### src/rtl/dpa_pkg.sv
// Shared definitions for the DPA result stage: default widths, flag bit positions
// and the output-buffer occupancy states.
package dpa_pkg;

  localparam int DEF_WIDTH  = 32;
  localparam int DEF_OP_LEN = 5;
  localparam int DEF_CNT_W  = 16;

  localparam int NUM_FLAGS = 4;
  localparam int FLAG_N    = 3;
  localparam int FLAG_Z    = 2;
  localparam int FLAG_C    = 1;
  localparam int FLAG_V    = 0;

  typedef enum logic [1:0] {
    EMPTY = 2'd0,
    HEAD  = 2'd1,
    FULL  = 2'd2
  } state_e;

endpackage

### src/rtl/dpa_result_stage_if.sv
// Handshake and status bundle between the DPA adder, the result stage and its consumer.
// The slave modport is the result stage's view; master is the surrounding environment.
interface dpa_result_stage_if #(
  parameter int WIDTH  = 32,
  parameter int OP_LEN = 5,
  parameter int CNT_W  = 16
) ();

  logic              in_valid;
  logic              in_ready;
  logic [OP_LEN-1:0] in_opcode;
  logic [WIDTH-1:0]  in_sum;
  logic              in_cout;
  logic              in_neg;
  logic              in_ovf;
  logic              in_zero;

  logic              out_valid;
  logic              out_ready;
  logic [OP_LEN-1:0] out_opcode;
  logic [WIDTH-1:0]  out_sum;
  logic [3:0]        out_flags;

  logic [3:0]        sticky_flags;
  logic              sticky_clr;
  logic [CNT_W-1:0]  result_cnt;
  logic              trap;
  logic              trap_ack;

  modport slave (
    input  in_valid, in_opcode, in_sum, in_cout, in_neg, in_ovf, in_zero,
    input  out_ready, sticky_clr, trap_ack,
    output in_ready, out_valid, out_opcode, out_sum, out_flags,
    output sticky_flags, result_cnt, trap
  );

  modport master (
    output in_valid, in_opcode, in_sum, in_cout, in_neg, in_ovf, in_zero,
    output out_ready, sticky_clr, trap_ack,
    input  in_ready, out_valid, out_opcode, out_sum, out_flags,
    input  sticky_flags, result_cnt, trap
  );

endinterface

### src/rtl/dpa_skid_buf.sv
// Two-entry skid buffer (head register + skid register) with a registered in_ready,
// so the upstream side never sees a combinational path from out_ready.
module dpa_skid_buf
  import dpa_pkg::*;
#(
  parameter int PAYLOAD_W = DEF_WIDTH + DEF_OP_LEN + NUM_FLAGS
) (
  input  logic                 clk,
  input  logic                 rst_n,
  input  logic                 in_valid,
  output logic                 in_ready,
  input  logic [PAYLOAD_W-1:0] in_data,
  input  logic                 hold,
  output logic                 accept,
  output logic                 out_valid,
  input  logic                 out_ready,
  output logic [PAYLOAD_W-1:0] out_data
);

  state_e                 state_p0;
  state_e                 state_nx;
  logic                   in_ready_p0;
  logic [PAYLOAD_W-1:0]   head_p0;
  logic [PAYLOAD_W-1:0]   skid_p0;
  logic                   handoff;
  logic                   load_head;
  logic                   load_skid;
  logic                   head_from_skid;

  assign accept    = in_valid && in_ready_p0;
  assign handoff   = (state_p0 != EMPTY) && out_ready;
  assign in_ready  = in_ready_p0;
  assign out_valid = (state_p0 != EMPTY);
  assign out_data  = head_p0;

  always_comb begin
    state_nx       = state_p0;
    load_head      = 1'b0;
    load_skid      = 1'b0;
    head_from_skid = 1'b0;
    case (state_p0)
      EMPTY: begin
        if (accept) begin
          state_nx  = HEAD;
          load_head = 1'b1;
        end
      end
      HEAD: begin
        if (accept && handoff) begin
          load_head = 1'b1;
        end else if (accept) begin
          state_nx  = FULL;
          load_skid = 1'b1;
        end else if (handoff) begin
          state_nx = EMPTY;
        end
      end
      FULL: begin
        // in_ready is low here, so only the drain path can fire
        if (handoff) begin
          state_nx       = HEAD;
          head_from_skid = 1'b1;
        end
      end
      default: state_nx = EMPTY;
    endcase
  end

  // stage boundary: occupancy and upstream ready
  always_ff @(posedge clk or negedge rst_n) begin
    if (!rst_n) begin
      state_p0    <= EMPTY;
      in_ready_p0 <= 1'b1;
    end else begin
      state_p0    <= state_nx;
      in_ready_p0 <= (state_nx != FULL) && !hold;
    end
  end

  // stage boundary: held payloads
  always_ff @(posedge clk or negedge rst_n) begin
    if (!rst_n) begin
      head_p0 <= '0;
      skid_p0 <= '0;
    end else begin
      if (load_head) begin
        head_p0 <= in_data;
      end else if (head_from_skid) begin
        head_p0 <= skid_p0;
      end
      if (load_skid) begin
        skid_p0 <= in_data;
      end
    end
  end

endmodule

### src/rtl/dpa_result_stage.sv
// Registered result stage behind the DPA adder: skid-buffered handshake, sticky N/Z/C/V,
// saturating result counter. Overflow trap enabled by defining DPA_RESULT_OVF_TRAP_EN.
module dpa_result_stage
  import dpa_pkg::*;
#(
  parameter int WIDTH  = DEF_WIDTH,
  parameter int OP_LEN = DEF_OP_LEN,
  parameter int CNT_W  = DEF_CNT_W
) (
  input logic               clk,
  input logic               rst_n,
  dpa_result_stage_if.slave bus
);

  localparam int PAYLOAD_W = WIDTH + OP_LEN + NUM_FLAGS;

  logic [NUM_FLAGS-1:0] in_flags;
  logic [PAYLOAD_W-1:0] in_data;
  logic [PAYLOAD_W-1:0] head_data;
  logic                 accept;
  logic                 in_ready;
  logic                 out_valid;
  logic [NUM_FLAGS-1:0] sticky_p0;
  logic [CNT_W-1:0]     cnt_p0;
  logic                 trap_p0;
  logic                 trap_nx;

  function automatic logic [CNT_W-1:0] sat_inc(input logic [CNT_W-1:0] v);
    return (&v) ? v : v + 1'b1;
  endfunction

  always_comb begin
    in_flags         = '0;
    in_flags[FLAG_N] = bus.in_neg;
    in_flags[FLAG_Z] = bus.in_zero;
    in_flags[FLAG_C] = bus.in_cout;
    in_flags[FLAG_V] = bus.in_ovf;
  end

  assign in_data = {bus.in_opcode, bus.in_sum, in_flags};

  dpa_skid_buf #(
    .PAYLOAD_W (PAYLOAD_W)
  ) u_skid (
    .clk       (clk),
    .rst_n     (rst_n),
    .in_valid  (bus.in_valid),
    .in_ready  (in_ready),
    .in_data   (in_data),
    .hold      (trap_nx),
    .accept    (accept),
    .out_valid (out_valid),
    .out_ready (bus.out_ready),
    .out_data  (head_data)
  );

`ifdef DPA_RESULT_OVF_TRAP_EN
  // ack only matters while a trap is pending; a new trap can only arm while clear
  assign trap_nx = trap_p0 ? !bus.trap_ack : (accept && bus.in_ovf);
`else
  logic unused_trap_ack;
  assign unused_trap_ack = bus.trap_ack;
  assign trap_nx         = 1'b0;
`endif

  // stage boundary: status registers
  always_ff @(posedge clk or negedge rst_n) begin
    if (!rst_n) begin
      sticky_p0 <= '0;
      cnt_p0    <= '0;
      trap_p0   <= 1'b0;
    end else begin
      trap_p0 <= trap_nx;
      if (bus.sticky_clr) begin
        sticky_p0 <= accept ? in_flags : '0;
        cnt_p0    <= accept ? CNT_W'(1) : '0;
      end else if (accept) begin
        sticky_p0 <= sticky_p0 | in_flags;
        cnt_p0    <= sat_inc(cnt_p0);
      end
    end
  end

  assign bus.in_ready     = in_ready;
  assign bus.out_valid    = out_valid;
  assign bus.out_flags    = head_data[NUM_FLAGS-1:0];
  assign bus.out_sum      = head_data[WIDTH+NUM_FLAGS-1:NUM_FLAGS];
  assign bus.out_opcode   = head_data[PAYLOAD_W-1:WIDTH+NUM_FLAGS];
  assign bus.sticky_flags = sticky_p0;
  assign bus.result_cnt   = cnt_p0;
  assign bus.trap         = trap_p0;

endmodule

### src/flat_wrapper.sv
// flat-port wrapper written by rule: the top's interface ports become plain ports
module dpa_result_stage_flat import dpa_pkg::*;
#(
  parameter int WIDTH  = DEF_WIDTH,
  parameter int OP_LEN = DEF_OP_LEN,
  parameter int CNT_W  = DEF_CNT_W
)
  (clk, rst_n, bus_in_valid, bus_in_opcode, bus_in_sum, bus_in_cout, bus_in_neg, bus_in_ovf, bus_in_zero, bus_out_ready, bus_sticky_clr, bus_trap_ack, bus_in_ready, bus_out_valid, bus_out_opcode, bus_out_sum, bus_out_flags, bus_sticky_flags, bus_result_cnt, bus_trap);
  dpa_result_stage_if #(.WIDTH(WIDTH), .OP_LEN(OP_LEN), .CNT_W(CNT_W)) bus_i ();
  input logic clk;
  input logic rst_n;
  input wire logic [$bits(bus_i.in_valid)-1:0] bus_in_valid;
  input wire logic [$bits(bus_i.in_opcode)-1:0] bus_in_opcode;
  input wire logic [$bits(bus_i.in_sum)-1:0] bus_in_sum;
  input wire logic [$bits(bus_i.in_cout)-1:0] bus_in_cout;
  input wire logic [$bits(bus_i.in_neg)-1:0] bus_in_neg;
  input wire logic [$bits(bus_i.in_ovf)-1:0] bus_in_ovf;
  input wire logic [$bits(bus_i.in_zero)-1:0] bus_in_zero;
  input wire logic [$bits(bus_i.out_ready)-1:0] bus_out_ready;
  input wire logic [$bits(bus_i.sticky_clr)-1:0] bus_sticky_clr;
  input wire logic [$bits(bus_i.trap_ack)-1:0] bus_trap_ack;
  output wire logic [$bits(bus_i.in_ready)-1:0] bus_in_ready;
  output wire logic [$bits(bus_i.out_valid)-1:0] bus_out_valid;
  output wire logic [$bits(bus_i.out_opcode)-1:0] bus_out_opcode;
  output wire logic [$bits(bus_i.out_sum)-1:0] bus_out_sum;
  output wire logic [$bits(bus_i.out_flags)-1:0] bus_out_flags;
  output wire logic [$bits(bus_i.sticky_flags)-1:0] bus_sticky_flags;
  output wire logic [$bits(bus_i.result_cnt)-1:0] bus_result_cnt;
  output wire logic [$bits(bus_i.trap)-1:0] bus_trap;
  assign bus_i.in_valid = bus_in_valid;
  assign bus_i.in_opcode = bus_in_opcode;
  assign bus_i.in_sum = bus_in_sum;
  assign bus_i.in_cout = bus_in_cout;
  assign bus_i.in_neg = bus_in_neg;
  assign bus_i.in_ovf = bus_in_ovf;
  assign bus_i.in_zero = bus_in_zero;
  assign bus_i.out_ready = bus_out_ready;
  assign bus_i.sticky_clr = bus_sticky_clr;
  assign bus_i.trap_ack = bus_trap_ack;
  assign bus_in_ready = bus_i.in_ready;
  assign bus_out_valid = bus_i.out_valid;
  assign bus_out_opcode = bus_i.out_opcode;
  assign bus_out_sum = bus_i.out_sum;
  assign bus_out_flags = bus_i.out_flags;
  assign bus_sticky_flags = bus_i.sticky_flags;
  assign bus_result_cnt = bus_i.result_cnt;
  assign bus_trap = bus_i.trap;
  dpa_result_stage #(.WIDTH(WIDTH), .OP_LEN(OP_LEN), .CNT_W(CNT_W)) u_core (.clk(clk), .rst_n(rst_n), .bus(bus_i));
endmodule
### config.mk
export PLATFORM = sky130hd
export DESIGN_NAME = dpa_result_stage_flat
export DESIGN_NICKNAME = d
export VERILOG_FILES = /design/src/rtl/dpa_pkg.sv /design/src/rtl/dpa_result_stage_if.sv /design/src/rtl/dpa_skid_buf.sv /design/src/rtl/dpa_result_stage.sv /design/src/flat_wrapper.sv
export SDC_FILE = /design/constraint.sdc
export NUM_CORES = 1
export LEC_CHECK = 0
export BUFFER_PORTS_ARGS = -buffer_cell sky130_fd_sc_hd__buf_2
export CAP_MARGIN = 5
export CORE_MARGIN = 1.5
export CORE_UTILIZATION = 47
export DETAILED_ROUTE_END_ITERATION = 12
export GPL_TIMING_DRIVEN = 0
export HOLD_SLACK_MARGIN = 0.12
export PLACE_DENSITY_LB_ADDON = 0.25
export SLEW_MARGIN = 20
export SYNTH_ARGS = -nofsm -noshare
export SYNTH_HDL_FRONTEND = slang
export SYNTH_SLANG_ARGS = --single-unit
### constraint.sdc
create_clock -name clk -period 4.9 [get_ports clk]
set_clock_uncertainty 0.2 [all_clocks]
set_input_delay 0.735 -clock clk [delete_from_list [all_inputs] [get_ports clk]]
set_output_delay 0.735 -clock clk [all_outputs]
set_load 0.05 [all_outputs]
==> results.py, run 1 <==
metrics = {
    "worst_setup_path": {
        "cp.arrival_ps": 1370,
        "cp_common_cell": "buf_2",
        "worstSetupPathType": "reg2out",
        "cp.required_ps": 3960,
        "cp_slowest_cell": "dfrtp_1",
        "worstSetupStartpointType": "flip-flop",
        "crit_fanout": 8,
        "worstPathCellList": "buf_2 -> or2_2 -> buf_2",
        "slowest_delay_ps": 370,
        "critPathCaptureType": "primary output",
    },
    "routing": {
        "drt_wl_total_um": 9630,
        "vias_per_cell": 5.38,
        "drcViolationCount": 0,
        "vias": 3359,
        "antenna_left": 0,
        "first_iter_violations": 67,
        "firstDrtPassIters": 4,
        "wl_per_cell_um": 15.4,
    },
    "sta": {
        "holdWs_ps": 277,
        "slew_headroom_pct": 59.0,
        "min_period_ps": 2300,
        "post-route-period-util_pct": 47.0,
        "final-hold-violation-count": 0,
        "fin_tns_setup_ps": 0,
        "rsz0062_at_grt": "false",
        "fin_ws_ps": 2600,
        "clock.fmax_mhz": 434,
        "tightest_slew_ps": 610,
        "setup_violations": 0,
        "final_max_slew_viol_count": 0,
    },
    "synthesis": {
        "synth.net_count": 418,
        "syn_inst": 370,
        "synth_flop_cell": "dfrtp_1",
        "yosysWarnings": 0,
        "synth-edff-count": 0,
        "ys_async_sr_fraction_pct": 100,
        "synth_top_area_share_pct": 56.5,
        "synth_top_area_cell": "dfrtp_1",
        "synth_area_um2": 4610,
        "synth_area_leaders": "dfrtp_1 57%, mux2_2 9.3%, a22o_1 7.8%",
        "synth-seq-area-share_pct": 57.1,
        "ys_types": 42,
        "synth.avg_cell_area_um2": 12.4,
        "ys_ff_latch": 105,
    },
    "finish": {
        "antenna_cells": 0,
        "final_cell_mix": "114 x buf_2, 104 x dfrtp_1, 41 x a22o_1, 41 x a21o_1, 38 x mux2_2",
        "final_nets": 539,
        "fin_cells": 624,
        "layout_commonest_cell": "buf_2",
        "drive_gt1_share_pct": 36.8,
        "area_growth_pct": 20.5,
        "n_fill_cell": 818,
    },
    "die": {
        "coreArea_um2": 9370,
        "io-pin-count": 111,
        "die_area_um2": 10400,
        "start_util_pct": 49.1,
        "rows": 35,
        "chipHeight_um": 102,
        "fp.dieW_um": 102,
    },
    "global_route": {
        "grt_pass1_wl_um": 15600,
        "grt_max_degree": 58,
        "antenna_found_initial": 0,
        "overflow": 0,
        "grt_pass1_vias": 3227,
        "grt.total_usage_pct": 19.2,
    },
    "power": {
        "p_comb_share_pct": 42.2,
        "p_sw_share_pct": 43.1,
        "p_seq_share_pct": 41.6,
        "p_leak_nw": 2.84,
        "vdd_drop_max_uv": 390,
        "p_sw_mw": 1.45,
        "pwr-share-clk_pct": 16.2,
        "p_int_mw": 1.92,
        "p_per_area_nw_per_um2": 607,
    },
    "clocking": {
        "clockBufferDepth": 2,
        "cts_tree": "done",
        "cts_buffers": 9,
        "clk_pin_slew_ps": 100,
        "cts_num_sinks": 105,
        "cts_root_buf": "clkbuf_8",
        "clkLatencyLatePin_ps": 360,
        "htree_levels": 3,
    },
    "place": {
        "gp_congestion": 0.817,
        "portBuffers": 108,
        "dp_hpwl_um": 6950,
        "place_ws_ps": 2240,
        "post-place-cells": 608,
    },
    "flow_run": {
        "maxCapViolCount": 0,
    },
    "worst_hold_path": {
        "hp-class": "reg2reg",
    },
    "run_status": {
        "status": "complete, no violations",
    },
}
-- area by class of cell --
cell class                      count  area (um2)  area share, %
Buffer                             25         110           1.98
Multi-Input combinational cell    236        1850           33.4
Inverter                            4        15.0          0.271
Timing Repair Buffer              110         584           10.5
Clock buffer                        9         124           2.23
Tap cell                          129         161           2.91
Sequential cell                   105        2630           47.4
Clock inverter                      6        75.1           1.35
-- synthesized netlist by cell type, types with 3 or more instances --
cell type,n
o31ai_1,3
mux2_2,38
and4_4,3
nand4_1,4
a22o_1,41
or4_1,3
a21oi_1,13
a21o_1,41
buf_2,7
nor2b_1,8
nand2b_1,3
o21ai_0,6
nand3_1,8
clkbuf_1,16
nor2_1,14
nand2_1,11
mux2_1,10
or2_2,3
dfrtp_1,104
inv_1,4
or3_1,3
-- path summary, 6_finish.rpt --
kind	slack [ps]	from	cells past startpoint	end
worst max-delay path	2600	u_core.u_skid.state_p0[1]	3	bus_out_valid
max in group asynchronous	3170	rst_n	3	u_core.u_skid.in_ready
worst max register to register	2600	u_core.u_skid.in_ready	4	u_core.u_skid.skid_p0[3]
worst min-delay path	280	u_core.u_skid.out_data[10]	1	u_core.u_skid.out_data[10]
min in group asynchronous	650	rst_n	2	u_core.bus.result_cnt[9]
worst min register to register	280	u_core.u_skid.out_data[10]	1	u_core.u_skid.out_data[10]
-- layer usage --
metal  wire [um]  vias up  global-route usage [%]
li1            -     1601                       -
met1        4370     1665                    26.1
met2        4670       81                    30.4
met3         477       12                    4.51
met4         112        0                    6.32
met5           0        -                       0
-- kinds of logic after synthesis --
kind of cell             count (synthesis)  synth area share (%)
AO/OA/AOI/OAI                          112                  18.6
adder cells (fa/ha/maj)                  1                 0.272
buffers and inverters                   29                  2.72
flip-flops                             105                  57.1
multiplexers                            50                  12.2
other                                    1                0.0814
AND/OR/NAND/NOR                         72                  9.13
-- state kept, by name (all words and copies together) (netlist names) --
register	cells
u_core.u_skid.state_p0	2
u_core.bus.result_cnt	16
u_core.bus.sticky_flags	4
u_core.u_skid.in_ready	1
u_core.u_skid.out_data	41
u_core.u_skid.skid_p0	41
-- power groups by stage --
stage	clock network [mW]	logic (mW)	registers, mW
2_1_floorplan	0	0.490	2.00
3_3_place_gp	0	1.42	1.40
3_5_place_dp	0	1.44	1.42
4_1_cts	0.563	1.44	1.40
5_1_grt	0.595	1.51	1.45
6_report	0.545	1.42	1.40
-- timing repair --
action                                 4_1_cts  5_1_grt
endpoints found under the hold margin       48        0
resized for setup                            0        0
setup buffers                                0        0
hold buffers                                 1        0
-- critical path: cells and delay by family, from the launching register on --
kind / cells / cell delay, ps
flops: 1 / 370
simple gates: 1 / 270
buf+inv: 2 / 380
-- stage by stage --
| stage | power (mW) | area [um2] | utilization [%] |
|---|---|---|---|
| 3_3_place_gp | 2.81 | 5310 | 56.6 |
| 6_report | 3.37 | 5550 | 59.2 |
| 3_5_place_dp | 2.86 | 5340 | 57.0 |
| 4_1_cts | 3.41 | 5550 | 59.2 |
| 5_1_grt | 3.56 | 5550 | 59.2 |
| 2_1_floorplan | 2.49 | 4610 | - |
Power figures use the tool's default switching activity.
==> inputs of run 2 (changes only) <==
--- a/config.mk
+++ b/config.mk
@@ -5,6 +5,7 @@
 export SDC_FILE = /design/constraint.sdc
 export NUM_CORES = 1
 export LEC_CHECK = 0
+export ABC_AREA = 1
 export BUFFER_PORTS_ARGS = -buffer_cell sky130_fd_sc_hd__buf_2
 export CAP_MARGIN = 5
 export CORE_MARGIN = 1.5
==> constraint.sdc (replaced) <==
create_clock -name clk -period 2.3 [get_ports clk]
set_clock_uncertainty 0.2 [all_clocks]
set_input_delay 0.345 -clock clk [delete_from_list [all_inputs] [get_ports clk]]
set_output_delay 0.345 -clock clk [all_outputs]
set_load 0.05 [all_outputs]
==> results.py, run 2 <==
metrics = {
    "sta": {
        "tightest_slew_ps": 536,
        "min_period_ps": 2130,
        "post-route-period-util_pct": 92.8,
        "final-hold-violation-count": 0,
        "clock.fmax_mhz": 469,
        "slew_headroom_pct": 64.2,
        "setup_violations": 0,
        "rsz0062_at_grt": "false",
        "fin_tns_setup_ps": 0,
        "final_max_slew_viol_count": 0,
    },
    "synthesis": {
        "synth_top_area_cell": "dfrtp_1",
        "synth-edff-count": 0,
        "syn_inst": 548,
        "synth.avg_cell_area_um2": 8.66,
        "synth_area_um2": 4740,
        "ys_ff_latch": 105,
        "yosysMostFrequentCell": "nand2_1",
        "synth_common_cells": "105 x nand2_1, 104 x dfrtp_1, 68 x inv_1",
        "synth_top_area_share_pct": 54.9,
        "synth_area_leaders": "dfrtp_1 55%, nand2_1 8.3%, nand3_1 6.1%",
        "synth-seq-area-share_pct": 55.4,
        "yosysWarnings": 0,
        "ys_types": 32,
        "ys_async_sr_fraction_pct": 100,
        "synth_flop_cell": "dfrtp_1",
        "synth.net_count": 596,
    },
    "worst_setup_path": {
        "cp_common_cell": "nand2_1",
        "critPathCaptureType": "flip-flop",
        "cp_slowest_cell": "dfstp_2",
        "timing.rr.end": "u_core.u_skid.out_data[40]",
        "worst-r2r-setup-slack_ps": 170,
        "reg2regPathDepth": 7,
        "crit_fanout": 10,
        "r2r_start": "u_core.u_skid.in_ready",
        "worstSetupStartpointType": "flip-flop",
        "slowest_delay_ps": 540,
        "cp.arrival_ps": 2210,
        "cp.required_ps": 2380,
        "worstPathCellList": "nand2_1 -> nor2_1 -> nand2_2 -> inv_2 -> buf_2 -> nand2_1 -> o211ai_1",
        "worstSetupPathType": "reg2reg",
    },
    "routing": {
        "vias_per_cell": 5.10,
        "antenna_left": 0,
        "drcViolationCount": 0,
        "vias": 4329,
        "first_iter_violations": 196,
        "wl_per_cell_um": 14.7,
        "drt_wl_total_um": 12500,
        "firstDrtPassIters": 4,
    },
    "die": {
        "coreArea_um2": 9770,
        "fp.dieW_um": 103,
        "chipHeight_um": 103,
        "rows": 36,
        "io-pin-count": 111,
        "die_area_um2": 10700,
        "start_util_pct": 48.5,
    },
    "power": {
        "p_seq_share_pct": 39.5,
        "p_int_mw": 3.95,
        "p_per_area_nw_per_um2": 1200,
        "p_sw_mw": 3.40,
        "p_leak_nw": 3.09,
        "vdd_drop_max_uv": 749,
        "p_comb_share_pct": 45.0,
        "p_sw_share_pct": 46.3,
        "pwr-share-clk_pct": 15.5,
    },
    "clocking": {
        "cts_tree": "done",
        "cts_num_sinks": 105,
        "clkLatencyLatePin_ps": 360,
        "cts_root_buf": "clkbuf_8",
        "clockBufferDepth": 2,
        "cts_setup_buffers": 0,
        "cts_buffers": 9,
        "htree_levels": 3,
        "clk_pin_slew_ps": 90,
    },
    "finish": {
        "n_fill_cell": 860,
        "antenna_cells": 0,
        "multiInputGateArea_um2": 1710,
        "final_nets": 760,
        "drive_gt1_share_pct": 21.1,
        "ff_latch_area_um2": 2630,
        "layout_commonest_cell": "buf_2",
        "fin_area_um2": 6120,
        "final_cell_mix": "114 x buf_2, 105 x nand2_1, 104 x dfrtp_1",
        "area_growth_pct": 29.0,
    },
    "place": {
        "portBuffers": 108,
        "post_dp_cell_area_um2": 5490,
        "dp_hpwl_um": 8470,
        "gp_congestion": 0.868,
    },
    "global_route": {
        "grt_pass1_vias": 4281,
        "grt_max_degree": 60,
        "use_met1_pct": 33.2,
        "use_met2_pct": 40.8,
        "grt.busiest_layer": "met2",
        "grt.total_usage_pct": 25.2,
        "grt_pass1_wl_um": 20600,
        "overflow": 0,
        "gr-usage-met3_pct": 4.57,
        "antenna_found_initial": 0,
    },
    "worst_hold_path": {
        "hp-class": "in2async",
    },
    "run_status": {
        "status": "complete, no violations",
    },
    "flow_run": {
        "maxCapViolCount": 0,
    },
}
-- run 2: power groups by stage --
stage	Sequential (mW)	Clock (mW)	Combinational (mW)
after floorplan	4.21	0	1.09
after global placement	2.90	0	3.16
after detailed placement	2.93	0	3.25
after CTS	2.90	1.17	3.31
after global routing	2.98	1.24	3.57
final	2.90	1.14	3.31
-- run 2: kinds of logic (layout without fill, tap and decap cells) --
| logic type | Yosys count | in the layout | share of synthesized area (%) |
|---|---|---|---|
| AOI/OAI and AO/OA | 100 | 100 | 13.4 |
| xor gates and xnor gates | 6 | 6 | 1.11 |
| adders and majority gates | 1 | 1 | 0.264 |
| buffers and inverters | 98 | 266 | 8.52 |
| DFF | 105 | 105 | 55.4 |
| other | 1 | 1 | 0.0790 |
| and+or+nand+nor | 237 | 237 | 21.3 |
-- run 2: routing by layer --
metal | part of all wire (%) | wire length (um)
met2 | 49 | 6090
met1 | 43 | 5410
met4 | 3.0 | 370
met5 | 0 | 0
met3 | 5.0 | 621
-- run 2: how the worst max path moves through the flow --
stage	from	end	slack, ps
6_report	u_core.u_skid.in_ready	u_core.u_skid.out_data[40]	170
4_1_cts	u_core.u_skid.in_ready	u_core.u_skid.out_data[21]	160
3_5_place_dp	u_core.u_skid.in_ready	u_core.u_skid.out_data[21]	170
3_3_place_gp	rst_n	u_core.u_skid.skid_p0[28]	-480
2_1_floorplan	u_core.bus.result_cnt[0]	u_core.bus.result_cnt[2]	170
5_1_grt	u_core.bus.result_cnt[0]	u_core.bus.result_cnt[2]	40
-- run 2: critical path: cells and delay by family, from the launching register on --
family	cells	cell delay (ps)
AO/OA/AOI/OAI	1	100
buffers and inverters	2	480
flip-flops	1	540
AND/OR/NAND/NOR	4	720
-- run 2: final cells by class --
cell class / instances / area share (%)
buffer: 28 / 2.35
tap: 133 / 2.72
multi-input combinational: 345 / 28.0
clock buffer: 10 / 2.25
inverter: 70 / 4.29
timing repair buffer: 153 / 16.6
clock inverter: 5 / 0.920
sequential: 105 / 42.9
-- run 2: repair_timing --
action | in CTS | in global routing
endpoints found under the hold margin | 137 | 0
hold buffers | 44 | 0
gates resized for setup | 0 | 1
setup endpoints to repair | 0 | 1
-- run 2: through the flow --
step	worst slack, ps	total power, mW	hold slack (ps)	utilization, %	cells
2_1_floorplan	170	5.30	-151	-	548
3_3_place_gp	-482	6.07	267	55.8	789
3_5_place_dp	169	6.18	117	56.1	790
4_1_cts	160	7.38	281	62.6	849
5_1_grt	39.2	7.80	313	62.6	849
6_report	166	7.34	273	62.6	849
==> inputs of run 3 (changes only) <==
--- a/config.mk
+++ b/config.mk
@@ -5,13 +5,12 @@
 export SDC_FILE = /design/constraint.sdc
 export NUM_CORES = 1
 export LEC_CHECK = 0
-export ABC_AREA = 1
+export ABC_AREA = 0
 export BUFFER_PORTS_ARGS = -buffer_cell sky130_fd_sc_hd__buf_2
 export CAP_MARGIN = 5
 export CORE_MARGIN = 1.5
 export CORE_UTILIZATION = 47
 export DETAILED_ROUTE_END_ITERATION = 12
-export GPL_TIMING_DRIVEN = 0
 export HOLD_SLACK_MARGIN = 0.12
 export PLACE_DENSITY_LB_ADDON = 0.25
 export SLEW_MARGIN = 20
==> results.py, run 3 (synthesized netlist as in run 1, its figures left out) <==
metrics = {
    "run_status": {
        "status": "complete, no violations",
    },
    "finish": {
        "drive_gt1_share_pct": 36.7,
        "antenna_cells": 0,
        "final_cell_mix": "107 x buf_2, 102 x dfrtp_1, 43 x dlygate4sd3_1",
        "fin_util_pct": 64.0,
        "n_fill_cell": 798,
        "final_nets": 571,
        "area_growth_pct": 30.2,
        "layout_commonest_cell": "buf_2",
    },
    "global_route": {
        "grt_pass1_vias": 3588,
        "grt_pass1_wl_um": 17000,
        "antenna_found_initial": 0,
        "overflow": 0,
        "grt.total_usage_pct": 20.8,
        "grt_max_degree": 38,
    },
    "sta": {
        "rsz0062_at_grt": "false",
        "final-hold-violation-count": 0,
        "final_max_slew_viol_count": 0,
        "holdWs_ps": 207,
        "setup_violations": 0,
        "clock.fmax_mhz": 468,
        "post-route-period-util_pct": 92.8,
        "min_period_ps": 2130,
        "fin_tns_setup_ps": 0,
    },
    "routing": {
        "vias": 3562,
        "wl_per_cell_um": 15.7,
        "firstDrtPassIters": 6,
        "drcViolationCount": 0,
        "first_iter_violations": 102,
        "antenna_left": 0,
        "drt_wl_total_um": 10300,
        "vias_per_cell": 5.42,
    },
    "worst_setup_path": {
        "r2r_start": "u_core.bus.result_cnt[0]",
        "critical_path.startpoint": "u_core.bus.result_cnt[0]",
        "critPathCaptureType": "flip-flop",
        "worstSetupStartpointType": "flip-flop",
        "worst-r2r-setup-slack_ps": 170,
        "worstSetupPathType": "reg2reg",
        "cp.required_ps": 2360,
        "timing.rr.end": "u_core.bus.result_cnt[3]",
        "cp.arrival_ps": 2190,
        "setup.worst_path.end": "u_core.bus.result_cnt[3]",
        "reg2regPathDepth": 5,
        "crit_fanout": 10,
    },
    "worst_hold_path": {
        "hp-class": "in2reg",
        "min_path_cells": 3,
    },
    "die": {
        "start_util_pct": 49.1,
        "fp.dieW_um": 102,
        "die_area_um2": 10400,
        "rows": 35,
        "io-pin-count": 111,
        "chipHeight_um": 102,
        "coreArea_um2": 9370,
    },
    "clocking": {
        "clockBufferDepth": 2,
        "cts_buffers": 9,
        "clk_pin_slew_ps": 100,
        "cts_setup_buffers": 0,
        "cts_tree": "done",
        "htree_levels": 3,
        "cts_num_sinks": 105,
        "clkLatencyLatePin_ps": 360,
        "cts_root_buf": "clkbuf_8",
        "cts_resized": 0,
    },
    "power": {
        "p_leak_nw": 3.01,
        "vdd_drop_max_uv": 713,
        "p_per_area_nw_per_um2": 1200,
    },
    "place": {
        "portBuffers": 108,
        "dp_hpwl_um": 6560,
        "gp_congestion": 0.750,
    },
    "flow_run": {
        "maxCapViolCount": 0,
    },
}
[run 3: cell types whose count changed in the layout (fill, tap and decap cells not counted), sizes merged, moves of 5 or more]
cell / before / now
nor2b: 0 / 8
a22o: 0 / 41
mux2: 0 / 48
a21o: 0 / 41
inv: 69 / 6
xor2: 5 / 0
nand2: 109 / 11
o21ai: 20 / 6
nor2: 62 / 14
clkbuf: 27 / 9
nand3: 59 / 9
o211ai: 38 / 1
a21oi: 37 / 13
[run 3: repair_timing]
item | in CTS | in global routing
endpoints found under the hold margin | 122 | 0
hold buffers | 43 | 0
endpoints found under the setup margin | 0 | 0
[run 3: worst min-delay path by stage]
stage                   startpoint                         to  slack (ps)
detailed placement           rst_n   u_core.bus.result_cnt[7]         150
floorplan                    rst_n   u_core.bus.result_cnt[0]        -150
CTS                 bus_sticky_clr  u_core.bus.result_cnt[15]         200
global placement             rst_n   u_core.bus.result_cnt[7]         140
global route        bus_sticky_clr  u_core.bus.result_cnt[15]         210
finish              bus_sticky_clr  u_core.bus.result_cnt[15]         210
[run 3: worst max-delay path, stage by stage, from the launching register on]
cell	delay [ps]
dfrtp_2	420
ha_1	250
and4_4	240
and3_1	300
a211oi_1	280
mux2_1	350
[run 3: metal layers]
layer | routed length [um] | track usage [%]
met3 | 525 | 4.65
met2 | 5270 | 36.6
met5 | 0 | 0
met4 | 157 | 7.17
met1 | 4340 | 25.4
[run 3: stage by stage]
| step | power [mW] | cells | setup slack (ps) | cell area (um2) |
|---|---|---|---|---|
| 2_1_floorplan | 5.31 | 370 | 94.7 | 4610 |
| 3_3_place_gp | 6.07 | 598 | 192 | 5390 |
| 3_5_place_dp | 6.16 | 598 | 174 | 5390 |
| 4_1_cts | 7.28 | 657 | 164 | 6000 |
| 5_1_grt | 7.62 | 657 | 34.7 | 6000 |
| 6_report | 7.21 | 657 | 165 | 6000 |
[run 3: power by group]
part / switching (mW) / internal [mW]
Clock: 0.651 / 0.403
Combinational: 2.08 / 1.07
Sequential: 0.410 / 2.59
Total: 3.15 / 4.07
[run 3: layout make-up]
class,count,area [um2],area share (%)
clock buffers,9,124,2.07
clock inverters,7,55.1,0.918
inverters,4,15.0,0.250
multi-input cells,236,1880,31.3
flip-flops and latches,105,2630,43.9
well taps,129,161,2.69
repair buffers,167,1130,18.9
